===== config.mk =====
export PLATFORM = sky130hd
export DESIGN_NAME = boot_frame_loader_flat
export DESIGN_NICKNAME = d
export VERILOG_FILES = /design/src/rtl/boot_frame_loader_if.sv /design/src/rtl/boot_frame_loader.sv /design/src/flat_wrapper.sv
export SDC_FILE = /design/constraint.sdc
export NUM_CORES = 1
export LEC_CHECK = 0
export CORE_MARGIN = 2
export CORE_UTILIZATION = 39
export DETAILED_ROUTE_END_ITERATION = 10
export GPL_TIMING_DRIVEN = 1
export PLACE_DENSITY = 0.58
export SYNTH_ARGS = -nofsm -noshare
export SYNTH_HDL_FRONTEND = slang
export SYNTH_SLANG_ARGS = --single-unit

===== constraint.sdc =====
create_clock -name clk -period 11.9 [get_ports clk]
set_clock_uncertainty 0.05 [all_clocks]
set_input_delay 2.975 -clock clk [delete_from_list [all_inputs] [get_ports clk]]
set_output_delay 2.975 -clock clk [all_outputs]
set_load 0.01 [all_outputs]

===== src/rtl/boot_frame_loader_if.sv =====
// rtl/boot_frame_loader_if.sv - UART FIFO read port and instruction-memory write port of the boot loader
interface boot_frame_loader_if #(
  parameter int ADDR_WIDTH = 10
);
  logic                  fifo_empty;
  logic                  fifo_rd_en;
  logic [7:0]            fifo_rd_data;
  logic                  imem_we;
  logic [ADDR_WIDTH-1:0] imem_addr;
  logic [31:0]           imem_wdata;

  modport master (
    input  fifo_empty, fifo_rd_data,
    output fifo_rd_en, imem_we, imem_addr, imem_wdata
  );

  modport slave (
    output fifo_empty, fifo_rd_data,
    input  fifo_rd_en, imem_we, imem_addr, imem_wdata
  );
endinterface


===== src/rtl/boot_frame_loader.sv =====
// rtl/boot_frame_loader.sv - boot frame parser loading LE words into imem; holds the CPU in reset until done
// Define BOOT_CHECKSUM_EN to require a trailing CSUM byte (8-bit sum of LEN_LO, LEN_HI and data).
module boot_frame_loader #(
  parameter int ADDR_WIDTH = 10,
  parameter int BASE_ADDR  = 0
) (
  input  logic                clk,
  input  logic                rst,
  boot_frame_loader_if.master bus,
  output logic                cpu_rst,
  output logic                busy,
  output logic                done,
  output logic                error
);
  localparam logic [16:0]           MAX_WORDS = 17'(1) << ADDR_WIDTH;
  localparam logic [ADDR_WIDTH-1:0] BASE      = ADDR_WIDTH'(BASE_ADDR);

  typedef enum logic [2:0] {
    SYNC,
    LEN0,
    LEN1,
    DATA,
`ifdef BOOT_CHECKSUM_EN
    CSUM,
`endif
    DONE,
    ERR
  } state_t;

`ifdef BOOT_CHECKSUM_EN
  localparam state_t AFTER_DATA = CSUM;
  logic [7:0] csum;
`else
  localparam state_t AFTER_DATA = DONE;
`endif

  state_t                state, state_n;
  logic                  pending;
  logic [7:0]            len_lo;
  logic [15:0]           count;
  logic [15:0]           words_left;
  logic [1:0]            byte_idx;
  logic [ADDR_WIDTH-1:0] word_idx;
  logic [23:0]           shift;

  assign count = {bus.fifo_rd_data, len_lo};

  // One pop in flight at a time: the popped byte is valid while pending is high.
  assign bus.fifo_rd_en = !rst && !bus.fifo_empty && !pending && (state != DONE) && (state != ERR);

  always_ff @(posedge clk or posedge rst) begin
    if (rst) begin
      state   <= SYNC;
      cpu_rst <= 1'b1;
      busy    <= 1'b0;
      done    <= 1'b0;
      error   <= 1'b0;
    end else begin
      state   <= state_n;
      cpu_rst <= (state_n != DONE);
      busy    <= !(state_n inside {SYNC, DONE, ERR});
      done    <= (state_n == DONE);
      error   <= (state_n == ERR);
    end
  end

  always_comb begin
    state_n = state;
    if (pending) begin
      case (state)
        SYNC: if (bus.fifo_rd_data == 8'hA5) state_n = LEN0;
        LEN0: state_n = LEN1;
        LEN1: begin
          if ({1'b0, count} > MAX_WORDS) state_n = ERR;
          else if (count == 16'd0)       state_n = AFTER_DATA;
          else                           state_n = DATA;
        end
        DATA: if (byte_idx == 2'd3 && words_left == 16'd1) state_n = AFTER_DATA;
`ifdef BOOT_CHECKSUM_EN
        CSUM: state_n = (bus.fifo_rd_data == csum) ? DONE : ERR;
`endif
        default: state_n = state;
      endcase
    end
  end

  always_ff @(posedge clk or posedge rst) begin
    if (rst) begin
      pending        <= 1'b0;
      len_lo         <= '0;
      words_left     <= '0;
      byte_idx       <= '0;
      word_idx       <= '0;
      shift          <= '0;
      bus.imem_we    <= 1'b0;
      bus.imem_addr  <= '0;
      bus.imem_wdata <= '0;
`ifdef BOOT_CHECKSUM_EN
      csum           <= '0;
`endif
    end else begin
      pending     <= bus.fifo_rd_en;
      bus.imem_we <= 1'b0;
      if (pending) begin
        case (state)
          LEN0: len_lo <= bus.fifo_rd_data;
          LEN1: words_left <= count;
          DATA: begin
            // Bytes enter at the top so the first byte ends up least significant.
            byte_idx <= byte_idx + 2'd1;
            shift    <= {bus.fifo_rd_data, shift[23:8]};
            if (byte_idx == 2'd3) begin
              bus.imem_we    <= 1'b1;
              bus.imem_addr  <= BASE + word_idx;
              bus.imem_wdata <= {bus.fifo_rd_data, shift};
              word_idx       <= word_idx + ADDR_WIDTH'(1);
              words_left     <= words_left - 16'd1;
            end
          end
          default: ;
        endcase
`ifdef BOOT_CHECKSUM_EN
        if (state == LEN0)                 csum <= bus.fifo_rd_data;
        else if (state inside {LEN1, DATA}) csum <= csum + bus.fifo_rd_data;
`endif
      end
    end
  end
endmodule


===== src/flat_wrapper.sv =====
// flat-port wrapper written by rule: the top's interface ports become plain ports
module boot_frame_loader_flat 
#(
  parameter int ADDR_WIDTH = 10,
  parameter int BASE_ADDR  = 0
)
  (clk, rst, cpu_rst, busy, done, error, bus_fifo_empty, bus_fifo_rd_data, bus_fifo_rd_en, bus_imem_we, bus_imem_addr, bus_imem_wdata);
  boot_frame_loader_if #(.ADDR_WIDTH(ADDR_WIDTH)) bus_i ();
  input  logic clk;
  input  logic rst;
  output logic cpu_rst;
  output logic busy;
  output logic done;
  output logic error;
  input wire logic [$bits(bus_i.fifo_empty)-1:0] bus_fifo_empty;
  input wire logic [$bits(bus_i.fifo_rd_data)-1:0] bus_fifo_rd_data;
  output wire logic [$bits(bus_i.fifo_rd_en)-1:0] bus_fifo_rd_en;
  output wire logic [$bits(bus_i.imem_we)-1:0] bus_imem_we;
  output wire logic [$bits(bus_i.imem_addr)-1:0] bus_imem_addr;
  output wire logic [$bits(bus_i.imem_wdata)-1:0] bus_imem_wdata;
  assign bus_i.fifo_empty = bus_fifo_empty;
  assign bus_i.fifo_rd_data = bus_fifo_rd_data;
  assign bus_fifo_rd_en = bus_i.fifo_rd_en;
  assign bus_imem_we = bus_i.imem_we;
  assign bus_imem_addr = bus_i.imem_addr;
  assign bus_imem_wdata = bus_i.imem_wdata;
  boot_frame_loader #(.ADDR_WIDTH(ADDR_WIDTH), .BASE_ADDR(BASE_ADDR)) u_core (.clk(clk), .rst(rst), .bus(bus_i), .cpu_rst(cpu_rst), .busy(busy), .done(done), .error(error));
endmodule

==> Word-level counts from Yosys, hierarchy flattened <==
Cells that the tools add are included.
{ "op_classes": {"add_sub_neg": 3, "multipliers": 0, "n_div": 0, "n_lt_le_gt_ge": 1, "eq_ne": 12, "shift": 0, "mux": 11, "n_bitwise": 0, "reduce_logical": 18} }
{ "ops": {"columns": ["cell", "count"], "rows": [
  ["16-bit one-hot mux with 2 select lines", 1],
  ["16-bit by 1-bit == test with 1-bit output, second input constant", 1],
  ["16-bit by 11-bit > comparator with 1-bit output, second input constant", 1],
  ["16-bit logical NOT", 1],
  ["16-bit two-way mux", 1],
  ["16-bit by 1-bit subtractor with 16-bit output, second input constant", 1],
  ["3-bit two-way mux", 5],
  ["3-bit one-hot mux with 4 select lines", 1],
  ["10-bit by 1-bit adder with 10-bit output, second input constant", 1],
  ["3-bit != test, second input constant", 3],
  ["8-bit == test, second input constant", 1],
  ["3-bit by 2-bit == test with 1-bit output, second input constant", 2],
  ["3-bit == test, second input constant", 2],
  ["3-bit logical NOT", 2],
  ["3-bit AND reduction", 2],
  ["1-bit logical AND", 5],
  ["1-bit logical NOT", 4],
  ["2-bit AND reduction", 2],
  ["3-bit by 1-bit == test with 1-bit output, second input constant", 1],
  ["1-bit two-way mux", 3],
  ["3-bit nonzero test", 1],
  ["2-bit by 1-bit adder with 2-bit output, second input constant", 1],
  ["2-bit == test, second input constant", 1],
  ["2-bit by 1-bit != test with 1-bit output, second input constant", 1],
  ["2-bit nonzero test", 1]
]} }
{ "word_totals": {"register_bits": 111, "latchBits": 0, "mem_bits_rw": 0, "romBits": 0, "elab_cells": 59, "n_memories": 0} }

==> Logic depth before layout (Yosys ltp) <==
Gate-level depths: netlist of run 1.
{ "logic_depth": {"depth_word": 8, "mapped_depth": 8, "depth_no_buf": 7} }

==> Least setup slack after synthesis of run 1 <==
OpenSTA, ideal clock, no wires.
{ "synth_timing": {"path_type": "input port to output port", "start": "input bus_fifo_empty", "end": "output bus_fifo_rd_en", "arrival_time_ns": 3.737, "t_required_ns": 8.875, "slack_ns": 5.138, "stages": 1, "path_buffers": 0, "path_cell_list": "a2111oi_0"} }
{ "synth_between": {"elab_chain_len": 5} }
{ "synth_rtl": {"columns": ["item", "line_no", "text"], "rows": [
  ["start, declared", "flat_wrapper.sv:15", "input wire logic [$bits(bus_i.fifo_empty)-1:0] bus_fifo_empty;"],
  ["1-bit logical NOT", "boot_frame_loader.sv:49", "assign bus.fifo_rd_en = !rst && !bus.fifo_empty && !pending && (state != DONE) && (state != ERR);"],
  ["1-bit logical AND (4 in series)", "boot_frame_loader.sv:49", null],
  ["end, declared", "flat_wrapper.sv:17", "output wire logic [$bits(bus_i.fifo_rd_en)-1:0] bus_fifo_rd_en;"]
]} }
No other way between the ends.

==> Final worst setup path of run 1 <==
{ "layout_timing": {"start": "input rst", "end": "output bus_fifo_rd_en"} }
{ "layout_between": {"elab_chain_len": 5} }
{ "layout_rtl": {"columns": ["item", "line_no", "text"], "rows": [
  ["start, declared", "flat_wrapper.sv:10", "input logic rst;"],
  ["1-bit logical NOT (no line)", null, null],
  ["1-bit logical AND (4 in series)", "boot_frame_loader.sv:49", null]
]} }
No other way between the ends.

==> results.txt, run 1 <==
* Share of synthesized flip-flops with an asynchronous set or reset: 100%
- Worst slew margin relative to its limit: approximately 36%
* Fin util: 48.5%
* Required time worst endpoint: between 8 and 9 ns
- Number of synthesized register bits: 111
- The clock passes through at most 2 buffers.
* Max Clk Rate: 131 MHz
- Clock tree sinks: between 100 and 150
- Total half-perimeter wirelength after legalization and detailed placement: roughly 6700 um
- Type of the setup path with the least slack: primary input to primary output
- The cell count after synthesis came out at roughly 460.
* Number of DRC markers in iteration 0: ~260
* Ratio of cells with drive above 1 in the final layout: between 10% and 20%
* Class of the tightest hold or removal check: register to register
- Library cell contributing the largest single delay on the critical path: sky130_fd_sc_hd__clkdlybuf4s50_1
* Global-route wire length before repair: around 17,000 um
- The die covers 13,100 um2.
* Root buffer cell: sky130_fd_sc_hd__clkbuf_16
- Post-synthesis share of cell area spent on full adders, half adders and majority gates: 1.05%
* Count of antenna diodes in the layout: 0
- Along the worst path, the maximum fanout reaches 2.
- Number of endpoints failing setup at the final stage: 0
- Total of hold buffers inserted after clock tree synthesis: 0
* Final RePlAce weighted congestion: between 0.8 and 0.9
- Critical Path End Type: primary output
- After synthesis the cells add up to between 4000 and 5000 um2.
- For this run, design rule violations remaining after detail routing come to 0.
- EDFF count, synth: 0
- Entering global routing, the biggest net connects between 60 and 70 pins.
- Fraction of post-synthesis cell area in the top cell type by area: slightly below 60%
- Post-synth top flop: sky130_fd_sc_hd__dfrtp_1
- The average instance in the mapped netlist occupies around 10 um2.
* # rows: 40
* Fraction of synthesized cell area in xor and xnor cells: 1.83%
- Per-cell routed wire length: about 15 um
- Leak Pwr: roughly 0.0027 uW
- At the pin with the least slew margin, the transition time is about 0.96 ns.
- Inserted Clock Buffers: 9
* Critical path data arrival time: roughly 4.6 ns
- Most Frequent Cell on Critical Path: sky130_fd_sc_hd__clkdlybuf4s50_1
* Final Net Count: 530
- The number of setup buffers added after CTS is 0.
* Post-synthesis net count: between 400 and 500
- Multiplexer area fraction after synthesis: about 7.5%
* First-pass iteration count of the detailed router: 4
- Reported max-cap violation count: 0
- STA classifies the critical path startpoint as a primary input.
* Largest family of logic cells by synthesized area: simple AND/OR/NAND/NOR gates
- Power spread over the standard cell area amounts to around 130 nW/um2.
- The core region is roughly 12,000 um2.
* Starting density of the core: 39.9%
* Post-synthesis compound-gate area fraction: just over 8%
* Chip width: roughly 110 um
- After clock tree synthesis, the clock-pin slew on the worst setup and hold paths is roughly 0.07 ns.
* Post-synthesis sequential area ratio: around three fifths
* Unrepaired setup endpoints after global routing: no
* Chip height: around 110 um
* Delay contributed by the slowest stage of the critical path: about 0.65 ns
- The flow ran to the end, and the final reports show no timing, DRC or antenna violations.
- Remaining Overflow, GRT: 0
- The initial antenna violation count was 0.
- Antenna-violating nets left: 0
* Via count: around 3,400
* Worst setup timing slack at the placement stage: around 4.3 ns
- The area growth from synthesis to layout is 21.6%.
- For the worst-skew pair, the clock arrives at the later sink with an insertion delay of ~0.35 ns.
- Overall global routing resource usage: 16.8%
- Avg Vias per Cell: 5.15
* Count of port buffers added during placement: 58
- The number of global-route vias before repair was roughly 3,400.
* Cell type with the highest aggregate area in the netlist: sky130_fd_sc_hd__dfrtp_1
* Ordered cell list for the critical path: clkdlybuf4s50_1, a2111oi_0, clkdlybuf4s50_1
- Dividing the final minimum period by the clock period gives between 60 and 70%.
- Total I/O pin count: 59
- Setup total negative slack on the finished layout was measured at 0 ns.
- Area fraction in and, or, nand and nor cells after synthesis: approximately 21%
* Pins Over Slew Limit: 0
* Count of final hold-check violations: 0
- Htree depth: 3
- Worst path setup slack after routing: about 4.3 ns
- The routed design has 10,100 um of wire.
- Max rail drop VDD: between 80 and 90 uV
- After clock tree synthesis, the repair step resized 0 gates.
- In the post-synthesis netlist, the biggest area contributors are sky130_fd_sc_hd__dfrtp_1 58%, sky130_fd_sc_hd__nand2_1 11%, sky130_fd_sc_hd__mux2_2 7.5%.
- Number of unique standard cell types used by synthesis: 55
- TritonCTS built the clock tree.
- Fin crit period: between 7 and 8 ns
- The Yosys step of the flow raised 0 warnings.
-- layout make-up --
class | instances | area, um2
timing repair buffer | 61 | 603
fill | 1130 | 6160
clock inverter | 4 | 76.3
sequential | 111 | 2780
inverter | 10 | 40.0
tap | 147 | 184
clock buffer | 12 | 246
multi-input combinational | 322 | 1880
-- layout by cell type (no fill, tap or decap), drive strengths merged, types with 3 or more instances in the layout --
cell type / instances
dfrtp: 110
or2: 4
o22ai: 4
nor3: 11
nand3: 6
a2bb2oi: 3
buf: 3
nor4: 8
a31oi: 4
mux2: 32
nand4: 5
clkbuf: 12
a22oi: 3
ha: 4
nand2: 143
inv: 11
clkdlybuf4s50: 58
o21ai: 17
and3: 4
xnor2: 8
a21oi: 14
nor2: 19
-- stage by stage --
| stage | hold slack [ns] | instances | cell area [um2] | power, uW |
|---|---|---|---|---|
| 2_1_floorplan | 0.383 | 464 | 4770 | 420 |
| 3_3_place_gp | 0.398 | 651 | 5480 | 435 |
| 3_5_place_dp | 0.402 | 651 | 5480 | 436 |
| 4_1_cts | 0.420 | 667 | 5810 | 765 |
| 5_1_grt | 0.453 | 667 | 5810 | 785 |
| 6_report | 0.417 | 667 | 5810 | 753 |
-- critical path: cells and delay by family --
family | cells | cell delay [ns]
AOI/OAI and AO/OA | 1 | 0.54
buffers and inverters | 2 | 1.11
-- where the power goes --
group	switching (uW)	total, uW	internal, uW
Combinational	19.3	33.5	14.2
Sequential	8.01	394	386
Clock	135	326	191
Total	162	753	591
-- path summary, 6_finish.rpt --
check                                            start                                   end  slack, ns  cells after the start
max                                                rst                        bus_fifo_rd_en       4.26                      3
min reg2reg                u_core.shift[7]$_DFFE_PP0P_  u_core.bus.imem_wdata[7]$_DFFE_PP0P_       0.42                      2
min in group asynchronous                          rst      u_core.words_left[9]$_DFFE_PP0P_       3.03                      2
max in group asynchronous                          rst      u_core.words_left[5]$_DFFE_PP0P_       7.54                      3
min                        u_core.shift[7]$_DFFE_PP0P_  u_core.bus.imem_wdata[7]$_DFFE_PP0P_       0.42                      2
max reg2reg                  u_core.state[0]$_DFF_PP0_        u_core.word_idx[8]$_DFFE_PP0P_       8.26                      6
-- flip-flops by register name (all words and copies together) (netlist names) --
register / count
u_core.bus.imem_addr: 10
u_core.bus.imem_wdata: 32
u_core.bus.imem_we: 1
u_core.busy: 1
u_core.byte_idx: 2
u_core.cpu_rst: 1
u_core.done: 1
u_core.error: 1
u_core.len_lo: 8
u_core.pending: 1
u_core.shift: 24
u_core.state: 3
u_core.word_idx: 10
u_core.words_left: 16
-- layer usage --
metal / share of wire [%] / track usage, %
met5: 0 / 0
met4: 1.8 / 7.07
met3: 4.4 / 3.18
met2: 46 / 25.5
met1: 48 / 23.7
-- cells in the mapped netlist, types with 4 or more instances --
cell type / count
sky130_fd_sc_hd__nand2_1: 143
sky130_fd_sc_hd__o21ai_0: 17
sky130_fd_sc_hd__and3_1: 4
sky130_fd_sc_hd__xnor2_1: 8
sky130_fd_sc_hd__o22ai_1: 4
sky130_fd_sc_hd__nand4_1: 5
sky130_fd_sc_hd__clkbuf_1: 19
sky130_fd_sc_hd__nand3_1: 6
sky130_fd_sc_hd__nor4_1: 6
sky130_fd_sc_hd__ha_1: 4
sky130_fd_sc_hd__a21oi_1: 14
sky130_fd_sc_hd__mux2_2: 32
sky130_fd_sc_hd__a31oi_1: 4
sky130_fd_sc_hd__dfrtp_1: 110
sky130_fd_sc_hd__nor3_1: 10
sky130_fd_sc_hd__inv_1: 9
sky130_fd_sc_hd__nor2_1: 19
-- cell families (layout without fill, tap and decap cells) --
group,after synthesis,in the layout
AOI/OAI and AO/OA,62,62
adders and majority gates,4,4
muxes,32,32
buffers and inverters,31,87
DFF,111,111
xor gates and xnor gates,10,10
and+or+nand+nor,214,214
Note: power is estimated with default switching activity, not from simulation.
==> run 2, diff against run 1 <==
==> constraint.sdc (replaced) <==
create_clock -name clk -period 7.3 [get_ports clk]
set_clock_uncertainty 0.05 [all_clocks]
set_input_delay 1.825 -clock clk [delete_from_list [all_inputs] [get_ports clk]]
set_output_delay 1.825 -clock clk [all_outputs]
set_load 0.01 [all_outputs]
==> run 2 against run 1 <==
Worst hold slack worse by 0.0061 ns. Sequential cell count unchanged. Power up 68%. First-iteration DRC count down 5.0%. Wire length down 0.37%. Via count up 1.2%.
==> results.txt, run 2 (synthesis gave the netlist of run 1 again) <==
* Chip width: approximately 110 um
- Clock-pin slew was measured on the worst setup and hold paths at about 0.07 ns.
* Placeable Area: 12,000 um2
- Critical Path End Type: primary output
- # resized after CTS: 0
- Clock tree sinks: between 100 and 150
- Chip height: around 110 um
- In this run the tool buffered the top-level ports with 58 buffer cells.
* Clock tree from TritonCTS: yes
- Ratio of cells with drive above 1 in the final layout: a little under an eighth
* Avg Vias per Cell: roughly 5.2
- Detailed-route DRC error count: 0
* Per-cell routed wire length: ~15 um
- For the final routed database, the setup TNS stands at 0 ns.
- The first global-routing pass estimated around 17,000 um of wire.
* Maximum number of pins on one net before global-route repair: between 50 and 60
- Total half-perimeter wirelength after legalization and detailed placement: 6690 um
- Compared with the post-synthesis result, the final layout area differs by 22.2%.
* Number of DRC markers in iteration 0: roughly 250
* Hold Path Origin: u_core.shift[2]$_DFFE_PP0P_
- The run finished with clean final reports.
* Htree depth: 3
- Fraction of met1 tracks used by global routing: around a quarter
- STA puts the critical path data required time at between 5 and 6 ns.
- Max rail drop VDD: ~110 uV
* Inserted Clock Buffers: 9
- Counting flops per register, the top entry is u_core.bus.imem_wdata.
- Worst slew margin relative to its limit: between 20% and 30%
- Delay contributed by the slowest stage of the critical path: approximately 0.66 ns
* Met2 global-route usage: about a quarter
- After routing the design area is 5840 um2.
- Placed cell areas: about 5500 um2
* Most Frequent Cell on Critical Path: sky130_fd_sc_hd__clkdlybuf4s50_1
- For the pin with the worst max-slew slack, the measured transition is ~1.1 ns.
* Post-detailed-routing wire length: 10,100 um
* Initial antenna violation count: 0
* Overall power of the completed layout: between 1000 and 1500 uW
- Of all nets on the critical path, the largest fanout is 2.
* Startpoint of the most critical register-to-register path: u_core.state[0]$_DFF_PP0_
- First-pass iteration count of the detailed router: 4
- Remaining Overflow, GRT: 0
- Total of hold buffers inserted after clock tree synthesis: 0
- Starting density of the core: between 30 and 40%
- Derived from the worst setup path, the maximum achievable clock frequency is between 150 and 200 MHz.
- Reported max-cap violation count: 0
- Number of flip-flops under the largest register name: 32
- Leaving out fill and tap cells, the most frequent cells in the layout are 143 x sky130_fd_sc_hd__nand2_1, 110 x sky130_fd_sc_hd__dfrtp_1, 58 x sky130_fd_sc_hd__clkdlybuf4s50_1, 32 x sky130_fd_sc_hd__mux2_2, 19 x sky130_fd_sc_hd__nor2_1.
- Cells after DPL: roughly 650
* Hold Crit Depth: 2
- Count of final hold-check violations: 0
* Path depth of the worst reg2reg path: 6
- Number of global-route vias before repair: between 3,000 and 4,000
- Fin crit period: around 5.4 ns
- Dividing the final minimum period by the clock period gives between 70% and 80%.
* Overall global routing resource usage: between 10% and 20%
- Largest registers ranked by flip-flop count: u_core.bus.imem_wdata x32, u_core.shift x24, u_core.words_left x16
* Setup Buffers After CTS: 0
- For this design the static power due to leakage is about 0.0028 uW.
* Final Instance Count excl. Fillers: ~670
- The layer flagged by global routing as most heavily used is met2.
- Die Footprint: 13,100 um2
* Library cell contributing the largest single delay on the critical path: sky130_fd_sc_hd__clkdlybuf4s50_1
* Type of the setup path with the least slack: primary input to primary output
- # rows: 40
* Fill cell instance count of the final layout: 1,118
* Number of endpoints failing setup at the final stage: 0
- Unrepaired setup endpoints after global routing: no
* Ordered cell list for the critical path: clkdlybuf4s50_1, a2111oi_0, clkdlybuf4s50_1
- For flop-to-flop paths, the worst setup slack is between 3 and 4 ns.
* Pins Over Slew Limit: 0
- Worst R2R End: u_core.word_idx[8]$_DFFE_PP0P_
- Antenna-violating nets left: 0
- Met3 capacity usage during global routing: between 2 and 2.5%
- Clock latency of the later-clocked register in the worst-skew pair: 0.35 ns
- Final Net Count: between 500 and 600
- Class of the tightest hold or removal check: register to register
* Most frequent standard cell in the layout excluding fill and tap cells: sky130_fd_sc_hd__nand2_1
- Final RePlAce weighted congestion: a little over 0.8
- Setup crit start kind: primary input
- Total I/O pin count: between 50 and 60
* Power Density: roughly 220 nW/um2
- Worst min-delay path endpoint: u_core.bus.imem_wdata[2]$_DFFE_PP0P_
* Root buffer cell: sky130_fd_sc_hd__clkbuf_16
- Count of antenna diodes in the layout: 0
- The longest clock path from root to sink contains 2 buffers.
- The routed layout has 3,480 vias.
* Critical path data arrival time: around 3.5 ns
run 2: changes by cell type in the layout (fill, tap and decap cells not counted), sizes merged:
cell / before / now
bufinv: 2 / 3
clkbuf: 12 / 10
clkinv: 0 / 1
clkinvlp: 1 / 0
inv: 11 / 12
run 2: cell type report:
class / instances / area (um2) / share of cell area [%]
repair buffers: 61 / 603 / 10.3
flip-flops and latches: 111 / 2780 / 47.6
multi-input cells: 322 / 1880 / 32.2
clock buffers: 10 / 239 / 4.09
clock inverters: 6 / 115 / 1.97
inverters: 10 / 40.0 / 0.686
well taps: 147 / 184 / 3.15
run 2: critical path: cells and delay by family:
| family | cells | cell delay (ns) |
|---|---|---|
| compound gates | 1 | 0.55 |
| buf+inv | 2 | 1.12 |
run 2: through the flow:
| step | setup slack [ns] | utilization, % | hold slack, ns |
|---|---|---|---|
| floorplan | 2.50 | - | 0.383 |
| global placement | 2.06 | 45.8 | 0.396 |
| detailed placement | 1.94 | 45.8 | 0.399 |
| CTS | 1.91 | 48.8 | 0.418 |
| global route | 1.77 | 48.8 | 0.445 |
| finish | 1.93 | 48.8 | 0.411 |
run 2: worst max-delay path by stage:
stage                     from                                  end  slack [ns]
final                      rst                       bus_fifo_rd_en        1.93
after global routing       rst                       bus_fifo_rd_en        1.77
after CTS                  rst                       bus_fifo_rd_en        1.91
after detailed placement   rst                       bus_fifo_rd_en        1.94
after global placement     rst                       bus_fifo_rd_en        2.06
after floorplan            rst  u_core.bus.imem_addr[0]$_DFFE_PP0P_        2.50
run 2: routing by layer:
metal | part of all wire (%) | vias up | routed length, um
met5 | 0 | - | 0
met4 | 1.9 | 0 | 191
met3 | 4.3 | 16 | 433
met2 | 45 | 92 | 4570
met1 | 48 | 1683 | 4860
li1 | - | 1689 | -
run 2: power breakdown:
part           switching, uW  leakage [uW]  internal, uW
clock                    224      0.000175           348
combinational           31.6       0.00113          23.2
sequential              13.5       0.00145           629
==> run 3, diff against run 2 <==
--- a/config.mk
+++ b/config.mk
@@ -9,7 +9,7 @@
 export CORE_UTILIZATION = 39
 export DETAILED_ROUTE_END_ITERATION = 10
 export GPL_TIMING_DRIVEN = 1
-export PLACE_DENSITY = 0.58
+export PLACE_DENSITY = 0.61
 export SYNTH_ARGS = -nofsm -noshare
 export SYNTH_HDL_FRONTEND = slang
 export SYNTH_SLANG_ARGS = --single-unit
==> constraint.sdc (replaced) <==
create_clock -name clk -period 4.9 [get_ports clk]
set_clock_uncertainty 0.05 [all_clocks]
set_input_delay 1.225 -clock clk [delete_from_list [all_inputs] [get_ports clk]]
set_output_delay 1.225 -clock clk [all_outputs]
set_load 0.01 [all_outputs]
==> run 3 against run 2 <==
Global-route usage is essentially flat. Final cell count stayed put. Sequential power rose by 49%. Wire length decreased by 0.68%. Highest routed layer unchanged.
==> results.txt, run 3 (synthesis gave the netlist of run 1 again) <==
- In this run the count of I/O pins placed on the die edge is roughly 60.
- Type of the setup path with the least slack: primary input to primary output
- After clock tree synthesis, the clock-pin slew on the worst setup and hold paths is around 0.070 ns.
* Count of final hold-check violations: 0
- Number of flip-flops under the largest register name: 32
- The setup check on the worst reg-to-reg path leaves a slack of 1.91 ns.
* # rows: 40
- The first global-routing pass estimated about 17,000 um of wire.
- Once placement completed, the tool counted placed cells totaling between 600 and 700.
- Across the VDD grid, the largest voltage drop is around 170 uV.
- In this run the clock root is driven by a sky130_fd_sc_hd__clkbuf_16.
- Setup crit start kind: primary input
- After global routing the overflow that remains totals 0.
* Area growth from synthesis to layout: 21.2%
- Die Footprint: 13,100 um2
- The register with the most flip-flops in the final layout is u_core.bus.imem_wdata.
* Worst slew margin relative to its limit: 36.4%
- The final layout contains routed wiring with a total length of between 9000 and 10,000 um.
* Clock tree sinks: about 110
- Required time worst endpoint: 3.62 ns
- The initial utilization of the core area, before any placement, comes to 39.9%.
- Setup repair after global routing left no endpoint under its margin.
- Inserted Clock Buffers: 9
- The region available for standard cell placement spans about 12,000 um2.
* Setup Buffers After CTS: 0
- Timing would allow up to ~240 MHz.
- For the worst flop-to-flop path, the logic depth is 7.
- Via count: approximately 3,500
- Setup total negative slack on the finished layout was measured at 0 ns.
- Total half-perimeter wirelength after legalization and detailed placement: 6580 um
- For the pin with the worst max-slew slack, the measured transition is 0.951 ns.
- The worst path in the final design needs a cycle of roughly 4.2 ns, including I/O delays and setup.
- Power Density: 304 nW/um2
* Detailed-route DRC error count: 0
- The path class of the tightest hold or removal check is register to register.
- For this block, the initial DRC count from the detailed router was roughly 230.
* Maximum number of pins on one net before global-route repair: 71
- Counting instances, the worst hold path has a depth of 2.
- # resized after CTS: 0
* Result of the run: complete, no violations
* Count of port buffers added during placement: 58
* Number of global-route vias before repair: 3,271
- The final layout contains 530 nets.
- Fin util: approximately half
* Initial antenna violation count: 0
* Commonest non-fill, non-tap cells in the layout: 143 x sky130_fd_sc_hd__nand2_1, 110 x sky130_fd_sc_hd__dfrtp_1, 58 x sky130_fd_sc_hd__clkdlybuf4s50_1, 32 x sky130_fd_sc_hd__mux2_2, 19 x sky130_fd_sc_hd__nor2_1
* Final Instance Count excl. Fillers: approximately 670
- After layout, the worst setup slack is 0.716 ns.
- In this run the static leakage power is 0.00272 uW.
- Per-cell routed wire length: 15.0 um
- Pins Over Slew Limit: 0
* Overall power of the completed layout: approximately 1800 uW
- Htree depth: 3
* Longest Clk Path Bufs: 2
* Chip width: around 110 um
* Share of the clock period used by the worst path after layout: 85.4%
- In this run the remaining antenna-violating nets after routing total 0.
- Largest registers ranked by flip-flop count: u_core.bus.imem_wdata x32, u_core.shift x24, u_core.words_left x16
- In this run the vertical extent of the chip is approximately 110 um.
- The first TritonRoute pass finished after 4 iterations.
* Fill cell instance count of the final layout: roughly 1,100
- Worst setup timing slack at the placement stage: 0.741 ns
- Number of endpoints failing setup at the final stage: 0
* Final RePlAce weighted congestion: about 0.84
* Clock latency of the later-clocked register in the worst-skew pair: about 0.35 ns
* Avg Vias per Cell: 5.23
- Max FO, Critical Path: 2
- Cells with a size suffix above 1 make up a little under an eighth of the layout.
- Critical Path End Type: primary output
* Clock tree from TritonCTS: yes
* Critical path data arrival time: ~2.9 ns
- Global routing used between 10% and 20% of the available tracks.
* Reported max-cap violation count: 0
- Total of hold buffers inserted after clock tree synthesis: 0
- The repair_antennas step left the layout with diodes totalling 0.
* Most frequent standard cell in the layout excluding fill and tap cells: sky130_fd_sc_hd__nand2_1
==> run 3: path summary, 6_finish.rpt <==
path	startpoint	endpoint
max	rst	bus_fifo_rd_en
min	u_core.shift[3]$_DFFE_PP0P_	u_core.bus.imem_wdata[3]$_DFFE_PP0P_
max reg2reg	u_core.state[2]$_DFF_PP0_	u_core.word_idx[8]$_DFFE_PP0P_
min reg2reg	u_core.shift[3]$_DFFE_PP0P_	u_core.bus.imem_wdata[3]$_DFFE_PP0P_
max in group asynchronous	rst	u_core.bus.imem_wdata[26]$_DFFE_PP0P_
min in group asynchronous	rst	u_core.pending$_DFF_PP0_
==> run 3: layer usage <==
| layer | wire length, um | GRT usage [%] | vias up | part of all wire [%] |
|---|---|---|---|---|
| met5 | 0 | 0 | - | 0 |
| met4 | 143 | 4.47 | 0 | 1.4 |
| met3 | 486 | 3.92 | 16 | 4.9 |
| met2 | 4520 | 24.3 | 88 | 45 |
| met1 | 4840 | 24.6 | 1699 | 48 |
| li1 | - | - | 1688 | - |
==> run 3: final cells by class <==
type	instances	area, um2	area share (%)
sequential	111	2780	48.0
clock inverter	5	47.5	0.822
multi-input combinational	322	1880	32.4
clock buffer	11	243	4.20
timing repair buffer	61	616	10.6
inverter	10	40.0	0.692
tap	147	184	3.18
==> run 3: through the flow <==
step | instance area [um2] | hold WS, ns
6_report | 5790 | 0.419
5_1_grt | 5790 | 0.437
4_1_cts | 5790 | 0.420
3_5_place_dp | 5500 | 0.401
3_3_place_gp | 5500 | 0.397
2_1_floorplan | 4770 | 0.383
==> run 3: power by group <==
part / internal (uW) / switching (uW)
logic: 35.5 / 46.5
registers: 937 / 20.4
clock network: 371 / 349
total: 1340 / 416
==> run 3: critical path, cell delays in order <==
cell                              delay [ns]
sky130_fd_sc_hd__clkdlybuf4s50_1        0.46
sky130_fd_sc_hd__a2111oi_0              0.56
sky130_fd_sc_hd__clkdlybuf4s50_1        0.66
